**src/rtl/key_pkg.sv**
```systemverilog
// key_pkg: shared types and constants for the scanned 4x4 keypad reader.
//   state_t   - scan FSM states
//   KEY_*     - matrix geometry
//   key_index - flat key number from (col,row), = col*4 + row
package key_pkg;

  typedef enum logic [1:0] {
    S_DRIVE  = 2'd0,
    S_SAMPLE = 2'd1,
    S_COMMIT = 2'd2
  } state_t;

  localparam int KEY_ROWS = 4;
  localparam int KEY_COLS = 4;
  localparam int KEY_NUM  = KEY_ROWS * KEY_COLS;

  function automatic logic [3:0] key_index(input logic [1:0] col, input logic [1:0] row);
    return {col, row};
  endfunction

endpackage

```
**src/rtl/key_prio16.sv**
```systemverilog
// key_prio16: combinational lowest-set-bit encoder.
//   req [15:0] in  - request vector
//   idx [3:0]  out - index of lowest set bit of req (0 when req == 0)
//   any        out - |req
module key_prio16
  import key_pkg::*;
(
  input  logic [KEY_NUM-1:0] req,
  output logic [3:0]         idx,
  output logic               any
);

  // Walk downward so the lowest set bit is the last one written.
  always_comb begin
    idx = '0;
    for (int i = KEY_NUM - 1; i >= 0; i--) begin
      if (req[i]) idx = 4'(i);
    end
  end

  assign any = |req;

endmodule

```
**src/rtl/key_scan.sv**
```systemverilog
// key_scan: scanned 4x4 matrix keypad reader with frame debounce.
//
// Ports:
//   clk        in   system clock
//   RST        in   synchronous active-high reset
//   KROW[3:0]  in   row lines, active-low, asynchronous
//   KCOL[3:0]  out  column drive, exactly one bit low
//   key_code   out  index of reported key (col*4 + row), held when idle
//   key_valid  out  one-cycle strobe per reported press
//   key_down   out  any debounced key held
//   key_map    out  debounced pressed map, 1 = pressed
//
// Build option: define KEY_REPEAT_EN to auto-repeat a lone held key every
// REPEAT_FRAMES frames. Without it REPEAT_FRAMES is unused.
//
// FSM states:
//   state    | meaning
//   S_DRIVE  | drive column col low, wait SCAN_DIV-1 cycles for rows to settle
//   S_SAMPLE | capture synchronized rows of column col into raw
//   S_COMMIT | whole frame sampled; run debounce and update key_map
module key_scan
  import key_pkg::*;
#(
  parameter int SCAN_DIV      = 50000,
  parameter int DEB_CNT       = 4,
  parameter int REPEAT_FRAMES = 64
) (
  input  logic               clk,
  input  logic               RST,
  input  logic [3:0]         KROW,
  output logic [3:0]         KCOL,
  output logic [3:0]         key_code,
  output logic               key_valid,
  output logic               key_down,
  output logic [KEY_NUM-1:0] key_map
);

  localparam int SW = $clog2(SCAN_DIV);
  localparam int CW = $clog2(DEB_CNT + 1);

  state_t              state, state_nxt;
  logic [SW-1:0]       slot_cnt;
  logic [1:0]          col;
  logic [3:0]          sync1, sync2, rows;
  logic [KEY_NUM-1:0]  raw, prev_raw, pending;
  logic [CW-1:0]       stable_cnt, stable_nxt;
  logic [3:0]          last_code, prio_idx;
  logic                prio_any;
  logic                drive_en, sample_en, commit_en, slot_last, map_upd;
  logic [KEY_NUM-1:0]  map_nxt, new_press, rep_bits, clr_mask;

  // Row synchronizer; idle (all released) after reset.
  always_ff @(posedge clk) begin
    if (RST) begin
      sync1 <= 4'hF;
      sync2 <= 4'hF;
    end else begin
      sync1 <= KROW;
      sync2 <= sync1;
    end
  end

  assign rows      = ~sync2;
  assign slot_last = (slot_cnt == SW'(SCAN_DIV - 2));

  always_ff @(posedge clk) begin
    if (RST) state <= S_DRIVE;
    else     state <= state_nxt;
  end

  always_comb begin
    state_nxt = state;
    unique case (state)
      S_DRIVE:  if (slot_last) state_nxt = S_SAMPLE;
      S_SAMPLE: state_nxt = (col == 2'd3) ? S_COMMIT : S_DRIVE;
      S_COMMIT: state_nxt = S_DRIVE;
      default:  state_nxt = S_DRIVE;
    endcase
  end

  always_comb begin
    drive_en  = 1'b0;
    sample_en = 1'b0;
    commit_en = 1'b0;
    unique case (state)
      S_DRIVE:  drive_en  = 1'b1;
      S_SAMPLE: sample_en = 1'b1;
      S_COMMIT: commit_en = 1'b1;
      default:  drive_en  = 1'b0;
    endcase
  end

  // Column only advances on leaving S_SAMPLE/S_COMMIT, so KCOL (decoded
  // straight from col) never moves mid-slot.
  always_ff @(posedge clk) begin
    if (RST) begin
      slot_cnt <= '0;
      col      <= 2'd0;
      raw      <= '0;
    end else begin
      slot_cnt <= (drive_en && !slot_last) ? slot_cnt + SW'(1) : '0;
      if (sample_en) begin
        raw[key_index(col, 2'd0) +: KEY_ROWS] <= rows;
        if (col != 2'd3) col <= col + 2'd1;
      end
      if (commit_en) col <= 2'd0;
    end
  end

  assign KCOL = ~(4'b0001 << col);

  // Frame debounce: the map follows raw once DEB_CNT repeats of it are seen.
  always_comb begin
    if (raw != prev_raw)                 stable_nxt = '0;
    else if (stable_cnt == CW'(DEB_CNT)) stable_nxt = stable_cnt;
    else                                 stable_nxt = stable_cnt + CW'(1);
  end

  assign map_upd   = commit_en && (stable_nxt == CW'(DEB_CNT));
  assign map_nxt   = map_upd ? raw : key_map;
  assign new_press = map_upd ? (raw & ~key_map) : '0;

`ifdef KEY_REPEAT_EN
  localparam int RW = $clog2(REPEAT_FRAMES + 1);
  logic [RW-1:0] rep_cnt;
  logic          rep_hold, rep_fire;

  assign rep_hold = commit_en && (map_nxt == key_map) && $onehot(key_map);
  assign rep_fire = rep_hold && (rep_cnt == RW'(REPEAT_FRAMES - 1));
  assign rep_bits = rep_fire ? key_map : '0;

  always_ff @(posedge clk) begin
    if (RST) begin
      rep_cnt <= '0;
    end else if (commit_en) begin
      if (!rep_hold || rep_fire) rep_cnt <= '0;
      else                       rep_cnt <= rep_cnt + RW'(1);
    end
  end
`else
  logic unused_repeat;
  assign unused_repeat = ^REPEAT_FRAMES;
  assign rep_bits      = '0;
`endif

  key_prio16 u_prio (
    .req (pending),
    .idx (prio_idx),
    .any (prio_any)
  );

  assign clr_mask = prio_any ? (KEY_NUM'(1) << prio_idx) : '0;

  always_ff @(posedge clk) begin
    if (RST) begin
      prev_raw   <= '0;
      stable_cnt <= '0;
      key_map    <= '0;
      pending    <= '0;
      last_code  <= 4'd0;
    end else begin
      if (commit_en) begin
        prev_raw   <= raw;
        stable_cnt <= stable_nxt;
      end
      key_map <= map_nxt;
      // Presses landing while the queue drains merge in; none are dropped.
      pending <= (pending & ~clr_mask) | new_press | rep_bits;
      if (prio_any) last_code <= prio_idx;
    end
  end

  // Gate with RST so a stale pending bit cannot strobe during reset.
  assign key_valid = prio_any && !RST;
  assign key_code  = prio_any ? prio_idx : last_code;
  assign key_down  = |key_map;

endmodule

```
**config.mk**
```make
export PLATFORM = sky130hd
export DESIGN_NAME = key_scan
export DESIGN_NICKNAME = d
export VERILOG_FILES = /design/src/rtl/key_pkg.sv /design/src/rtl/key_prio16.sv /design/src/rtl/key_scan.sv
export SDC_FILE = /design/constraint.sdc
export NUM_CORES = 1
export LEC_CHECK = 0
export CORE_AREA = 4 4 136 86
export DETAILED_ROUTE_END_ITERATION = 8
export DIE_AREA = 0 0 140 90
export GPL_ROUTABILITY_DRIVEN = 0
export GPL_TIMING_DRIVEN = 0
export PLACE_DENSITY_LB_ADDON = 0.12
export SETUP_SLACK_MARGIN = 0.02
export SLEW_MARGIN = 20
export SYNTH_ARGS = -nofsm -noshare
export SYNTH_HDL_FRONTEND = slang
export SYNTH_HIERARCHICAL = 1
export SYNTH_SLANG_ARGS = --single-unit
export TNS_END_PERCENT = 100
```
**constraint.sdc**
```tcl
create_clock -name clk -period 2.7 [get_ports clk]
set_input_delay 0.27 -clock clk [delete_from_list [all_inputs] [get_ports clk]]
set_output_delay 0.27 -clock clk [all_outputs]
set_load 0.02 [all_outputs]
```
==> Yosys cells after proc, flatten, opt, wreduce, memory -nomap -nowiden <==
Index checks and enable logic that the tools add are counted.
{ "op_classes": {"n_lt_le_gt_ge": 0, "n_div": 0, "n_bitwise": 8, "reduce_logical": 11, "shift": 4, "n_mux": 28, "n_eq_ne": 9, "addsub": 4, "n_mul": 0} }
{ "op_table": {"columns": ["op", "n"], "rows": [
  ["2-to-1 mux 4 bit", 17],
  ["bitwise AND 16 bit", 2],
  ["2-to-1 mux 16 bit", 2],
  ["inverter 16 bit", 2],
  ["OR reduction 16 bit", 2],
  ["adder 16 x 1 -> 16 bit (second input constant)", 1],
  ["bitwise mux 16 bit", 1],
  ["equality test 16 bit (second input constant)", 1],
  ["!= test 16 bit", 1],
  ["bitwise OR 16 bit", 1],
  ["variable shift 4 x 6 -> 16 bit (first input constant)", 1],
  ["indexed part select 4 x 6 -> 16 bit", 1],
  ["<< shifter 1 x 4 -> 16 bit (first input constant)", 1],
  ["inverter 4 bit", 2],
  ["equality test 3 bit (second input constant)", 2],
  ["2-to-1 mux 3 bit", 2],
  ["negation 4 -> 6 bit", 1],
  ["equality test 2 bit (second input constant)", 2],
  ["2-to-1 mux 2 bit", 2],
  ["!= test 2 bit (second input constant)", 2],
  ["one-hot mux 2 bit (2 select lines)", 1],
  ["OR reduction 2 bit", 2],
  ["<< shifter 1 x 2 -> 4 bit (first input constant)", 1],
  ["adder 3 x 1 -> 3 bit (second input constant)", 1],
  ["other kinds (8)", 13]
]} }
{ "word_totals": {"n_memories": 0, "word_cells": 75, "reg_bits": 99, "ram_bits": 0, "inputBits": 6, "output_inout_bits": 26, "latchBits": 0, "romBits": 0} }

==> Logic depth before layout (Yosys ltp) <==
Gate-level depths: netlist of run 1.
{ "depth": {"word_depth": 21, "mapped_depth": 8, "mapped_depth_nobuf": 7} }

==> By module <==
The synthesis of run 1 kept the hierarchy.
{ "by_module_without_submodules": {"columns": ["module", "seq_area_each_um2", "area_per_inst_um2", "instances", "cells_each"], "rows": [
  ["key_scan", 1981.9, 4410.5, 1, 483],
  ["key_prio16", 0.0, 176.4, 1, 34]
]} }

==> Least setup slack after synthesis of run 1 <==
No wires, ideal clock.
{ "synth_path": {"path_kind": "flip-flop to flip-flop", "startpoint": "register raw[1]", "endpoint": "register key_map[10]", "path_stages_with_launch": 7, "n_path_buf": 1, "slack_ns": 0.723, "arrival_time_ns": 1.906, "setup_ns": 0.072, "required_time_ns": 2.628, "period_less_slack_ns": 1.977, "path_cell_list": "dfxtp_1 > xor2_1 > nor4_2 > nand4_2 > nor4_4 > buf_6 > mux2i_1"} }
{ "synth_via": {"elab_chain_cells": 4} }
{ "synth_rtl": {"columns": ["element", "line_no", "source"], "rows": [
  ["start, declared", "key_scan.sv:45", "logic [KEY_NUM-1:0] raw, prev_raw, pending;"],
  ["start signal, assigned by index", "key_scan.sv:103", "raw[key_index(col, 2'd0) +: KEY_ROWS] <= rows;"],
  ["!= test 16 bit", "key_scan.sv:114", "if (raw != prev_raw) stable_nxt = '0;"],
  ["2-to-1 mux 3 bit", "key_scan.sv:114", null],
  ["equality test 3 bit", "key_scan.sv:119", "assign map_upd = commit_en && (stable_nxt == CW'(DEB_CNT));"],
  ["logical AND 1 bit", "key_scan.sv:119", null],
  ["end signal, assigned", "key_scan.sv:166", "key_map <= map_nxt;"],
  ["end, declared", "key_scan.sv:35", "output logic [KEY_NUM-1:0] key_map"]
]} }
Every way passes these cells.
A chain may end at the register's enable or synchronous reset.

==> Final worst setup path of run 1 <==
{ "layout_path": {"startpoint": "register pending[4]", "endpoint": "output key_code[2]"} }
{ "layout_via": {"elab_cells_between_ends": 7, "classes_between": "6 x mux; 1 x reduce/logical"} }
{ "layout_rtl": {"columns": ["element", "line_no", "source"], "rows": [
  ["start, declared", "key_scan.sv:45", null],
  ["start signal, assigned", "key_scan.sv:168", "pending <= (pending & ~clr_mask) | new_press | rep_bits;"],
  ["OR reduction 16 bit", "key_prio16.sv:21", "assign any = |req;"],
  ["via prio_any", "key_scan.sv:48", "logic prio_any;"],
  ["2-to-1 mux 4 bit", null, null],
  ["end, declared", "key_scan.sv:32", "output logic [3:0] key_code,"]
]} }
The timed path passes the listed nets, and every way through them passes these cells.

==> results.md, run 1 <==
- Syn nets: ~530
- MaxCap Viol Count: 0
- Seq/Total Area, Yosys: around 43%
- Worst Hold Path Cells: 1
- Rows: 29
- WL final: ~11,000 µm
- Hold EP: sync2[3]$_SDFF_PP1_
- # IOs: 32
- Critical path's top delay family: simple AND/OR/NAND/NOR gates
- Setup TNS: 0 ps
- Die Area: ~13,000 µm²
- Top cells by area, synth: dfxtp_1 43%, nor2_1 4.8%, nand2b_1 4.8%, nand2_1 4.3%, xor2_1 4.0%
- Max FO, Critical Path: 9
- Post-Synth Adder-Cell Area: approximately 2.7%
- Initial Utilization: 44.20%
- Max Clk Rate: about 390 MHz
- Int Pwr: approximately 0.0021 W
- Final Non-Filler Cells: approximately 700
- CTS H-tree depth: 3
- Dominant cell type by area after synthesis: dfxtp_1
- Pwr Density: between 500 and 600 nW/µm²
- Share of cells above drive strength 1: between 10% and 20%
- Yosys warns: 6
- Hold Path Origin: sync1[3]$_SDFF_PP1_
- Grt ovf: 0
- # DRC: 0
- Crit Path Category: reg -> out
- Vias in the first global route: approximately 3.3k
- Fin nets: 573
- Fin crit share: approximately 95%
- Final setup violation count: 0
- Area share of the largest cell type after synthesis: between 40% and 50%
- Top Layer Used: met4
- Seq cells post-synth: 99
- Buf/Inv on CP: 1
- Initial antenna violation count: 0
- Core Region: between 10,000 and 15,000 µm²
- FF-to-FF path depth: 6
- Crit path cell chain: nor4_2 -> nand3_1 -> or3_1 -> mux2_2 -> dlygate4sd2_1
- R2r startpoint: raw[9]$_SDFFE_PP0P_
- Sequential Power Share: ~52%
- Pleak: between 1.5 and 2 nW
- EDFF count, synth: 0
- CTS Buf Count: 9
- Routed wl met3: about 550 µm
- Worst slew pin tran: between 800 and 900 ps
- Clock transition at path regs: approximately 70 ps
- Count of cell types in the netlist: between 40 and 50
- Synth Area in Simple Gates: between 20 and 30%
- Slew Limit Headroom: approximately 45%
- Vias per inst: roughly 5.2
- Switching portion of total power: around a quarter
- GRT Util Overall: between 10% and 20%
- R2r setup slk: about 210 ps
- Critical Path RT: 2430 ps
- Height of the die: roughly 90 µm
- Syn avg cell area: around 8.9 µm²
- Synth Cell Area: roughly 4600 µm²
- Wirelength per Cell: 15.78 µm
- Number of instances in the placed design: slightly below 700
- Routed vias: 3,675
- Post-synthesis compound-gate area fraction: between 10% and 20%
- CP max-delay cell: or3_1
- Initial DRC count: approximately 290
- Most numerous cell in the Yosys netlist: dfxtp_1
- XOR/XNOR Fraction of Synth Area: under 10%
- Top post-synthesis cells by count: 99 x dfxtp_1, 59 x nor2_1, 53 x nand2_1
- Largest net degree at the start of global routing: 20
- Clock share of power: a little under half
- Die X-Extent: about 140 µm
- CTS tree: yes
- Gate power share: between 2 and 2.5%
- CTS root buf: clkbuf_16
- Fin util: between 50% and 60%
- Drt pass-1 iters: 4
- Worst reg2reg path endpoint: key_map[6]$_SDFFE_PP0P_
- Clk_lat worst skew: around 350 ps
- HP Class: reg -> reg
- Dpl hpwl: approximately 8400 µm
- Status: finished, final reports clean
- Largest family of logic cells by synthesized area: simple AND/OR/NAND/NOR gates
- Slowest cell delay on critical path: roughly 470 ps
- IO Port Bufs: 30
- Multiplexer area fraction after synthesis: under 10%
- Post-synth top flop: dfxtp_1
- Clk sinks: 99
- Wl on met1: just over 6000 µm
- Asr flop ratio synth: 0%
- Diodes inserted: 0
- Worst Path Arrival: roughly 2300 ps
- Psw: roughly 0.00067 W
- Slew Limit Fails: 0
- Syn Inst Count: about 520
- Final ANT Viol Nets: 0
- Crit start category: flop
- CP Capture Type: output port
- Final Skew: between 7 and 8 ps
- Endpoints failing hold: 0
- Min Tclk post-route: about 2600 ps
- Area grow syn2layout: 16.53%
- RSZ-0062 raised after global routing: no
- Worst ir drop on vdd: about 0.32 mV
- Postcts setup bufs: 0
- Maximum clock insertion buffer count: 2
- Global-route wire length before repair: 17,640 µm
- WL met2: 4367 µm
cells in the final DEF (no fill, tap or decap), drive strengths merged, types with 5 or more instances in the layout:
| cell type | n |
|---|---|
| buf | 5 |
| or2 | 9 |
| nor2b | 10 |
| dfxtp | 99 |
| nand2 | 53 |
| or3b | 17 |
| nand4 | 8 |
| clkdlybuf4s50 | 25 |
| a22oi | 6 |
| nor4 | 13 |
| inv | 23 |
| ha | 10 |
| nand3 | 9 |
| a2bb2oi | 5 |
| mux2i | 16 |
| o21ai | 18 |
| xnor2 | 10 |
| nand2b | 35 |
| clkbuf | 26 |
| a21oi | 29 |
| xor2 | 21 |
| o22ai | 18 |
| nor2 | 60 |
| dlygate4sd2 | 5 |
worst reg2reg max path, stage by stage (launching register included):
cell,delay (ps)
dfxtp_1,490
xor2_1,160
nor4_4,350
nand4_2,250
nor4_4,700
buf_6,270
mux2i_1,210
timing repair:
action / CTS / global route
resized for setup: 5 / 0
endpoints found under the setup margin: 5 / 4
hold buffers: 0 / 0
metal layers:
metal	GRT usage, %	up-vias
met4	4.355	0
met2	23.88	87
met1	27.25	1732
met5	0	-
met3	4.560	9
li1	-	1847
cell type report:
cell class              instances  area (µm²)
multi-input cells             376        2431
well taps                     139       173.9
clock buffers                   9       225.2
fillers                       990        5032
clock inverters                 7       68.82
plain buffers                  22       98.84
flip-flops and latches         99        1982
repair buffers                 30       294.0
inverters                      19       71.32
per-stage QoR:
step | setup slack, ps | instance area [µm²] | power [W] | hold slack, ps
after floorplan | 722.6 | 4587 | 0.001551 | 373.8
after global placement | 233.4 | 5061 | 0.001577 | 391.4
after detailed placement | 208.6 | 5061 | 0.001579 | 396.1
after CTS | 98.37 | 5349 | 0.002849 | 414.4
after global routing | 36.81 | 5345 | 0.002918 | 437.1
final | 142.1 | 5345 | 0.002818 | 412.1
power by group through the flow:
| stage | combinational, W | sequential [W] | clock [W] |
|---|---|---|---|
| CTS | 0.0000688 | 0.00148 | 0.00131 |
| detailed placement | 0.0000685 | 0.00151 | 0 |
| floorplan | 0.0000434 | 0.00151 | 0 |
| global placement | 0.0000670 | 0.00151 | 0 |
| global route | 0.0000752 | 0.00148 | 0.00137 |
| finish | 0.0000678 | 0.00148 | 0.00127 |
sequential cells by signal, indices dropped and copies added (netlist names):
signal      count
prev_raw       16
state           2
sync1           4
last_code       4
stable_cnt      3
pending        16
col             2
slot_cnt       16
raw            16
key_map        16
sync2           4
worst max path at each step:
stage | endpoint | from | cells after the start
3_3_place_gp | key_code[3] | pending[4]$_SDFF_PP0_ | 6
6_report | key_code[2] | pending[4]$_SDFF_PP0_ | 5
5_1_grt | key_code[2] | pending[4]$_SDFF_PP0_ | 5
3_5_place_dp | key_map[11]$_SDFFE_PP0P_ | raw[9]$_SDFFE_PP0P_ | 6
2_1_floorplan | key_map[10]$_SDFFE_PP0P_ | raw[1]$_SDFFE_PP0P_ | 6
4_1_cts | key_code[2] | pending[4]$_SDFF_PP0_ | 6
kinds of logic (layout without fill, tap and decap cells):
family                     count (synthesis)  in the layout
DFF                                       99             99
AOI/OAI and AO/OA                         84             84
muxes                                     20             20
and+or+nand+nor                          231            231
buffers and inverters                     42             87
xor gates and xnor gates                  31             31
adders and majority gates                 10             10
(Power assumes the default switching activity.)
==> inputs of run 2 (changes only) <==
--- a/config.mk
+++ b/config.mk
@@ -8,7 +8,6 @@
 export CORE_AREA = 4 4 136 86
 export DETAILED_ROUTE_END_ITERATION = 8
 export DIE_AREA = 0 0 140 90
-export GPL_ROUTABILITY_DRIVEN = 0
 export GPL_TIMING_DRIVEN = 0
 export PLACE_DENSITY_LB_ADDON = 0.12
 export SETUP_SLACK_MARGIN = 0.02
==> results of run 2 <==
No change in the layout: final DEF, timing and power equal those of run 1.
==> inputs of run 3 (changes only) <==
--- a/config.mk
+++ b/config.mk
@@ -6,6 +6,7 @@
 export NUM_CORES = 1
 export LEC_CHECK = 0
 export CORE_AREA = 4 4 136 86
+export CTS_BUF_LIST = sky130_fd_sc_hd__clkbuf_16
 export DETAILED_ROUTE_END_ITERATION = 8
 export DIE_AREA = 0 0 140 90
 export GPL_TIMING_DRIVEN = 0
==> results of run 3 <==
No change in the layout: final DEF, timing and power equal those of run 1.
